## src/rtl/tact_debounce.sv

```systemverilog
// ---------------------------------------------------------------------------
// tact_debounce
//
// Debouncer for a raw, bouncing push-button ("tact switch") input. The raw
// level is brought into the CLK_24MHz domain by a two-flop synchronizer. A
// four-state FSM then accepts a level change only after it has stayed stable
// for DB_CYCLES clocks. It reports the debounced level and emits one-cycle
// strobes when a press or a release is accepted.
//
// Optional feature, compiled in only when the macro TACT_LONG_PRESS_EN is
// defined: a long-press counter runs while the button is held. LONG_PULSE
// strobes once when a press has lasted LONG_CYCLES clocks. Without the macro
// that counter is not built and LONG_PULSE is tied to 0.
//
// Parameters
//   TACT_ON      Tact level that means "pressed" (released is ~TACT_ON)
//   W_DB         debounce counter width
//   DB_CYCLES    stable cycles needed to accept a change, 2..2^W_DB-1
//   W_LONG       long-press counter width (long-press build only)
//   LONG_CYCLES  held cycles before LONG_PULSE, 2..2^W_LONG-1
//
// Ports
//   CLK_24MHz      in   sole clock, rising edge
//   RESET_n        in   asynchronous active-low reset
//   Tact           in   raw asynchronous button level
//   PRESSED        out  debounced level, 1 = button held
//   PRESS_PULSE    out  one-cycle strobe on an accepted press
//   RELEASE_PULSE  out  one-cycle strobe on an accepted release
//   LONG_PULSE     out  one-cycle strobe when a press reaches LONG_CYCLES
//
// All outputs come straight from flops. Tact reaches no output through
// combinational logic.
// ---------------------------------------------------------------------------
module tact_debounce #(
  parameter logic TACT_ON     = 1'b0,
  parameter int   W_DB        = 16,
  parameter int   DB_CYCLES   = 24000,
  parameter int   W_LONG      = 24,
  parameter int   LONG_CYCLES = 12000000
) (
  input  logic CLK_24MHz,
  input  logic RESET_n,
  input  logic Tact,
  output logic PRESSED,
  output logic PRESS_PULSE,
  output logic RELEASE_PULSE,
  output logic LONG_PULSE
);

  // -------------------------------------------------------------------------
  // Elaboration-time parameter range checks
  // -------------------------------------------------------------------------
  if ((DB_CYCLES < 2) || (longint'(DB_CYCLES) > ((64'd1 << W_DB) - 64'd1))) begin : g_bad_db
    $error("tact_debounce: DB_CYCLES out of range for W_DB");
  end
  if ((LONG_CYCLES < 2) || (longint'(LONG_CYCLES) > ((64'd1 << W_LONG) - 64'd1))) begin : g_bad_long
    $error("tact_debounce: LONG_CYCLES out of range for W_LONG");
  end

  localparam logic            TACT_OFF = ~TACT_ON;
  localparam logic [W_DB-1:0] DB_LAST  = W_DB'(DB_CYCLES - 1);

  typedef enum logic [1:0] {
    IDLE        = 2'd0,
    PRESS_CHK   = 2'd1,
    HELD        = 2'd2,
    RELEASE_CHK = 2'd3
  } state_e;

  // -------------------------------------------------------------------------
  // Two-flop synchronizer. Only sync2_q feeds the logic below.
  // -------------------------------------------------------------------------
  logic sync1_q;
  logic sync2_q;

  // NOTE: every clocked block uses non-blocking (<=) assignments. All flops
  // then sample their old values at the same edge. Blocking assignments here
  // would let sync2_q see this edge's sync1_q and remove one stage.
  always_ff @(posedge CLK_24MHz or negedge RESET_n) begin
    if (!RESET_n) begin
      // Reset to the released level, so that leaving reset never looks
      // like a press edge.
      sync1_q <= TACT_OFF;
      sync2_q <= TACT_OFF;
    end else begin
      sync1_q <= Tact;
      sync2_q <= sync1_q;
    end
  end

  logic s_pressed;
  assign s_pressed = (sync2_q == TACT_ON);

  // -------------------------------------------------------------------------
  // Debounce FSM
  // -------------------------------------------------------------------------
  state_e          state_q, state_d;
  logic [W_DB-1:0] cnt_q, cnt_d;
  logic            pressed_q, pressed_d;
  logic            press_pulse_q, press_pulse_d;
  logic            release_pulse_q, release_pulse_d;

  // NOTE: every signal this always_comb block writes gets a default first.
  // A path through the case that skipped an assignment would otherwise
  // infer a latch.
  always_comb begin
    state_d         = state_q;
    cnt_d           = cnt_q;
    pressed_d       = pressed_q;
    press_pulse_d   = 1'b0;
    release_pulse_d = 1'b0;

    unique case (state_q)
      IDLE: begin
        if (s_pressed) begin
          state_d = PRESS_CHK;
          cnt_d   = '0;
        end
      end

      PRESS_CHK: begin
        if (!s_pressed) begin
          // Glitch shorter than the debounce window: drop it silently.
          state_d = IDLE;
          cnt_d   = '0;
        end else if (cnt_q == DB_LAST) begin
          state_d       = HELD;
          cnt_d         = '0;
          pressed_d     = 1'b1;
          press_pulse_d = 1'b1;
        end else begin
          cnt_d = cnt_q + 1'b1;
        end
      end

      HELD: begin
        if (!s_pressed) begin
          state_d = RELEASE_CHK;
          cnt_d   = '0;
        end
      end

      RELEASE_CHK: begin
        if (s_pressed) begin
          // Release bounce: still held. No pulse, and the long-press
          // count carries on.
          state_d = HELD;
          cnt_d   = '0;
        end else if (cnt_q == DB_LAST) begin
          state_d         = IDLE;
          cnt_d           = '0;
          pressed_d       = 1'b0;
          release_pulse_d = 1'b1;
        end else begin
          cnt_d = cnt_q + 1'b1;
        end
      end

      default: begin
        state_d   = IDLE;
        cnt_d     = '0;
        pressed_d = 1'b0;
      end
    endcase
  end

  always_ff @(posedge CLK_24MHz or negedge RESET_n) begin
    if (!RESET_n) begin
      state_q         <= IDLE;
      cnt_q           <= '0;
      pressed_q       <= 1'b0;
      press_pulse_q   <= 1'b0;
      release_pulse_q <= 1'b0;
    end else begin
      state_q         <= state_d;
      cnt_q           <= cnt_d;
      pressed_q       <= pressed_d;
      press_pulse_q   <= press_pulse_d;
      release_pulse_q <= release_pulse_d;
    end
  end

  assign PRESSED       = pressed_q;
  assign PRESS_PULSE   = press_pulse_q;
  assign RELEASE_PULSE = release_pulse_q;

  // -------------------------------------------------------------------------
  // Long-press detection (optional)
  // -------------------------------------------------------------------------
`ifdef TACT_LONG_PRESS_EN
  localparam logic [W_LONG-1:0] LONG_LAST = W_LONG'(LONG_CYCLES - 1);

  logic [W_LONG-1:0] long_q, long_d;
  logic              long_done_q, long_done_d;
  logic              long_pulse_q, long_pulse_d;
  logic              enter_held;
  logic              release_accept;

  // A new press starts on the PRESS_CHK -> HELD edge. A release is final on
  // the RELEASE_CHK -> IDLE edge.
  assign enter_held     = (state_q == PRESS_CHK)   && (state_d == HELD);
  assign release_accept = (state_q == RELEASE_CHK) && (state_d == IDLE);

  always_comb begin
    long_d       = long_q;
    long_done_d  = long_done_q;
    long_pulse_d = 1'b0;

    if (enter_held) begin
      long_d      = '0;
      long_done_d = 1'b0;
    end else if ((state_q == HELD) || (state_q == RELEASE_CHK)) begin
      if (long_q != LONG_LAST) begin
        long_d = long_q + 1'b1;
      end else if (!long_done_q) begin
        // The count is saturated: fire once per press. If the release is
        // accepted on this same edge, the release strobe wins. The three
        // strobes never overlap.
        long_done_d  = 1'b1;
        long_pulse_d = !release_accept;
      end
    end
  end

  always_ff @(posedge CLK_24MHz or negedge RESET_n) begin
    if (!RESET_n) begin
      long_q       <= '0;
      long_done_q  <= 1'b0;
      long_pulse_q <= 1'b0;
    end else begin
      long_q       <= long_d;
      long_done_q  <= long_done_d;
      long_pulse_q <= long_pulse_d;
    end
  end

  assign LONG_PULSE = long_pulse_q;
`else
  assign LONG_PULSE = 1'b0;
`endif

endmodule

```

## config.mk

```make
export PLATFORM = sky130hd
export DESIGN_NAME = tact_debounce
export DESIGN_NICKNAME = d
export VERILOG_FILES = /design/src/rtl/tact_debounce.sv
export SDC_FILE = /design/constraint.sdc
export NUM_CORES = 1
export LEC_CHECK = 0
export ABC_AREA = 1
export CAP_MARGIN = 20
export CORE_ASPECT_RATIO = 0.6
export CORE_MARGIN = 2
export CORE_UTILIZATION = 45
export CTS_CLUSTER_SIZE = 40
export DETAILED_ROUTE_END_ITERATION = 12
export PLACE_DENSITY = 0.65
export SLEW_MARGIN = 30
export SYNTH_ARGS = -nofsm -noshare
export SYNTH_HDL_FRONTEND = slang
export SYNTH_SLANG_ARGS = --single-unit
```

## constraint.sdc

```tcl
create_clock -name CLK_24MHz -period 1.2 [get_ports CLK_24MHz]
set_input_delay 0.18 -clock CLK_24MHz [delete_from_list [all_inputs] [get_ports CLK_24MHz]]
set_output_delay 0.18 -clock CLK_24MHz [all_outputs]
set_load 0.005 [all_outputs]
```

* After elaboration in Yosys (flattened, before gate mapping)
Cells that the tools add are included.
W data, S select, Z words.
** Cells by class
- $add $sub $neg :: 1
- Equality and inequality tests :: 12
- Mux-type cells :: 23
- Reduce and logical (&&, ||, !) cells :: 5
** Operator list (count)
- $mux W16 :: 5
- $pmux W16 S4 :: 1
- $add A16 B1 Y16 const B :: 1
- $eq A16 B15 Y1 const B :: 1
- $mux W2 :: 6
- $ne A2 B2 Y1 const B :: 6
- $mux W1 :: 9
- $pmux W2 S4 :: 1
- $ne A3 B3 Y1 const B :: 2
- $reduce_and A5 Y1 :: 1
- $eq A2 B2 Y1 const B :: 2
- $reduce_and A4 Y1 :: 1
- $eq A2 B1 Y1 const B :: 1
- $logic_not A2 Y1 :: 1
- $pmux W1 S2 :: 1
- $reduce_and A2 Y1 :: 1
- $reduce_bool A2 Y1 :: 1
** Storage, ports and cells
- Flip-flop bits (word level) :: 23
- Bits of input ports :: 3
- Logic and storage cells :: 48

* Logic depth before layout (Yosys ltp)
- Word-level depth :: 4
- Depth in mapped cells :: 9
- Depth with buffers taken out :: 9

* Worst setup path before layout
OpenSTA, ideal clock, no wires.
- Path kind :: reg2reg
- Start point :: reg cnt_q[0]
- End point :: reg cnt_q[0]
- Data arrival time :: 1234 ps
- Slack :: -162 ps
- Cell stages (with the launch flop) :: 8
- Clock period less this slack :: 1362 ps
- Path through :: dfrtp_1 -> ha_1 -> nand3_4 -> nor2_8 -> nand3_4 -> nand2_4 -> buf_8 -> o21ai_0
** Between the ends
- Longest elaborated chain between the ends :: 4
** Ends and longest elaborated chain
- start, declared :: line 98 : logic [W_DB-1:0] cnt_q, cnt_d;
- start signal, assigned :: line 176 : cnt_q <= cnt_d;
- $add A16 B1 Y16 or $eq A16 B15 Y1 (tied branches)
- $mux W16 * :: line 126, 149
- $mux W16, on equally long branches :: line 144, 122
- $pmux W16 S4 * :: line 113 : unique case (state_q)
Every way passes the cells marked *; elsewhere a longest branch is shown, timed or not.
A chain may end at the register's enable or synchronous reset.

* Worst setup path in the final report
- Start point :: reg cnt_q[1]
- End point :: reg cnt_q[7]
Same word-level chain as after synthesis.

==> impl_metrics.yaml <==
grt:
  grt.overflow.total: 0
  grt_antenna_before_repair: 0
  grt_start_max_net_pins: 24
  grt_pass1_wl_um: 5020
  grt_use_total_pct: 20.3
  via_count_of_the_first_global_routing_pass: 1061
cts:
  ctsHoldBuffers: 0
  cts_tree: "yes"
  cts.clk_slew.worst_paths_ns: 0.09
  cts_max_level: 1
  root_buffer: "sky130_fd_sc_hd__clkbuf_8"
  clk_path_buf_depth: 2
  total_cts_buffers: 3
  worstSkewPairLatency_ns: 0.27
  cts_sinks: 23
floorplanning:
  dieHeight_um: 45.7
  design.core.area_mm2: 0.00282
  pin_count: 7
  die-area_mm2: 0.00336
  fp-row-count: 15
  die_width_um: 73.6
  initial_standard_cell_utilization_of_the_core_pct: 46.4
detailed_routing:
  drt_iter0_drc: 88
  num_vias: 1219
  routedWlPerCell_um: 13.3
  antenna_violating_nets_post_route: 0
  viasPerCell: 5.02
  route.final.wire_length_um: 3230
  remaining_drc_errors: 0
  drt_pre_antenna_iters: 4
min_path:
  hold_path.class: "input pin to asynchronous set/reset pin"
sta:
  final_period_minus_worst_setup_slack_ns: 1.37
  final.setup_skew_ns: 0.00803
  setup_violations: 21
  setup_slack_ns: -0.173
  report.final.slew_viol_count: 0
  finalHoldViolCount: 0
  max_freq_mhz: 729
  setup_repair_after_global_routing_missed_its_margin: "true"
  fin_crit_share_pct: 114
job:
  max-cap-violations: 0
cells_and_area:
  final_area_mm2: 0.00180
  drive_gt1_share_pct: 34.4
  area.growth.synth_to_final_pct: 37.8
  layout_commonest_cell: "sky130_fd_sc_hd__nand2_1"
  nFillCells: 240
  antenna_cells: 0
  num-nets-final: 214
  commonest_cells_after_routing_fill_and_taps_aside: "49 x sky130_fd_sc_hd__nand2_1, 36 x sky130_fd_sc_hd__buf_4, 21 x sky130_fd_sc_hd__dfrtp_1, 16 x sky130_fd_sc_hd__nor2_1, 13 x sky130_fd_sc_hd__inv_1"
worst_setup_path:
  timing.critical_path.fanout_max: 7
  worst_setup_path_end_kind: "register"
  cp_data_arrival_time_ns: 1.53
  crit_path_start_kind: "register"
  rrSetupSlack_ns: -0.17
  critical_path_required_ns: 1.35
  crit_type: "register to register"
yosys:
  synth-seq-cells: 23
  synth_cell_types: 27
  syn-cell-area_mm2: 0.00131
  synth-warning-count: 0
  syn_inst: 163
  postSynth.topFlopCell: "sky130_fd_sc_hd__dfrtp_1"
  synth_async_sr_flop_share_pct: 100
  mappedNetlistNets: 167
  synth-seq-area-share_pct: 44.3
  synth.avg_cell_area_um2: 8.01
  synth-edff-count: 0
pwr:
  ir_drop_mv: 1.02
  power_mw: 2.18
  power_density_mw_per_mm2: 1210
  cellLeakagePower_nw: 0.883
placed_design:
  hpwlAfterDp_um: 2360
  dpl_cell_area_mm2: 0.00165
  numPortBuffers: 5
  weighted_congestion_at_the_end_of_routability_driven_global_placement: 0.926
run_status:
  status: "complete, but fails checks"
  violations_in_the_final_reports: "negative setup slack"
-- final timing paths --
kind	startpoint	end	cells past startpoint
max in group asynchronous	RESET_n	sync2_q	2
worst max-delay path	cnt_q[1]	cnt_q[7]	7
worst max register to register	cnt_q[1]	cnt_q[7]	7
worst min-delay path	RESET_n	cnt_q[9]	2
min in group CLK_24MHz	Tact	sync1_q	1
worst min register to register	sync1_q	sync2_q	0
-- cell families after synthesis --
| logic type | Yosys count | share of synthesized area [%] |
|---|---|---|
| and+or+nand+nor | 96 | 36.5 |
| DFF | 23 | 44.3 |
| buffers and inverters | 19 | 6.70 |
| AOI/OAI and AO/OA | 18 | 7.95 |
| xor gates and xnor gates | 5 | 3.35 |
| adders and majority gates | 1 | 0.958 |
| other | 1 | 0.287 |
-- report_power, final --
group	internal [mW]	total, mW	switching [mW]
logic	0.386	0.803	0.417
registers	0.836	0.896	0.0599
clock network	0.232	0.483	0.251
total	1.45	2.18	0.728
-- sequential cells by signal (all words and copies together) (netlist names), named ones only --
| register | flops |
|---|---|
| cnt_q | 16 |
| PRESSED | 1 |
| PRESS_PULSE | 1 |
| RELEASE_PULSE | 1 |
| state_q | 1 |
| sync1_q | 1 |
| sync2_q | 1 |
-- metrics by stage --
step / util [%] / setup TNS, ns / hold slack [ns] / std cells / setup slack, ns
final: 64.0 / -2.80 / 0.251 / 243 / -0.173
after detailed placement: 58.7 / -1.96 / 0.351 / 233 / -0.153
after global placement: 58.7 / -1.33 / 0.348 / 233 / -0.112
after floorplan: - / -1.24 / -0.116 / 163 / -0.108
after global routing: 64.0 / -4.30 / 0.264 / 243 / -0.242
after CTS: 61.1 / -2.04 / 0.259 / 238 / -0.157
-- final cells by class --
cell class	count	area [µm²]	area share, %
multi-input combinational	121	703	39.1
clock buffer	3	41.3	2.29
clock inverter	1	5.00	0.278
inverter	16	60.1	3.34
sequential	23	578	32.1
timing repair buffer	45	370	20.6
tap	34	42.5	2.36
-- worst max-delay path, cell delays in order (launching register included) --
cell and delay (ns):
sky130_fd_sc_hd__dfrtp_1 0.42, sky130_fd_sc_hd__ha_4 0.17, sky130_fd_sc_hd__nand3_4 0.11, sky130_fd_sc_hd__nor2_8 0.12
sky130_fd_sc_hd__nand3_4 0.12, sky130_fd_sc_hd__nand2_8 0.12, sky130_fd_sc_hd__buf_6 0.13, sky130_fd_sc_hd__o22ai_1 0.07
-- synthesized netlist by cell type (2+ instances only) --
library cell | count | area, µm²
sky130_fd_sc_hd__a21oi_1 | 5 | 25.0
sky130_fd_sc_hd__nor2_1 | 18 | 67.6
sky130_fd_sc_hd__o21bai_1 | 2 | 15.0
sky130_fd_sc_hd__dfstp_2 | 2 | 52.6
sky130_fd_sc_hd__xor2_1 | 4 | 35.0
sky130_fd_sc_hd__o22ai_1 | 4 | 25.0
sky130_fd_sc_hd__dfrtp_1 | 21 | 526
sky130_fd_sc_hd__nand4_1 | 7 | 43.8
sky130_fd_sc_hd__o21ai_0 | 6 | 30.0
sky130_fd_sc_hd__nand2_1 | 52 | 195
sky130_fd_sc_hd__nand3_4 | 2 | 35.0
sky130_fd_sc_hd__nand2_2 | 4 | 25.0
sky130_fd_sc_hd__nand3_1 | 8 | 40.0
sky130_fd_sc_hd__inv_1 | 15 | 56.3
-- per-layer routing --
metal / track usage, % / vias up / share of wire, % / routed length, µm
met5: 0 / - / 0 / 0
met1: 30.9 / 570 / 50 / 1630
met3: 6.42 / 2 / 7.4 / 239
li1: - / 610 / - / -
met4: 3.27 / 0 / 0.25 / 8
met2: 28.4 / 37 / 42 / 1360
-- what timing repair did --
item,in CTS,in global routing
setup endpoints to repair,24,21
setup buffers,1,5
gates resized for setup,14,12
pin swaps,4,6
No activity file was read; power rests on OpenSTA's default activity.
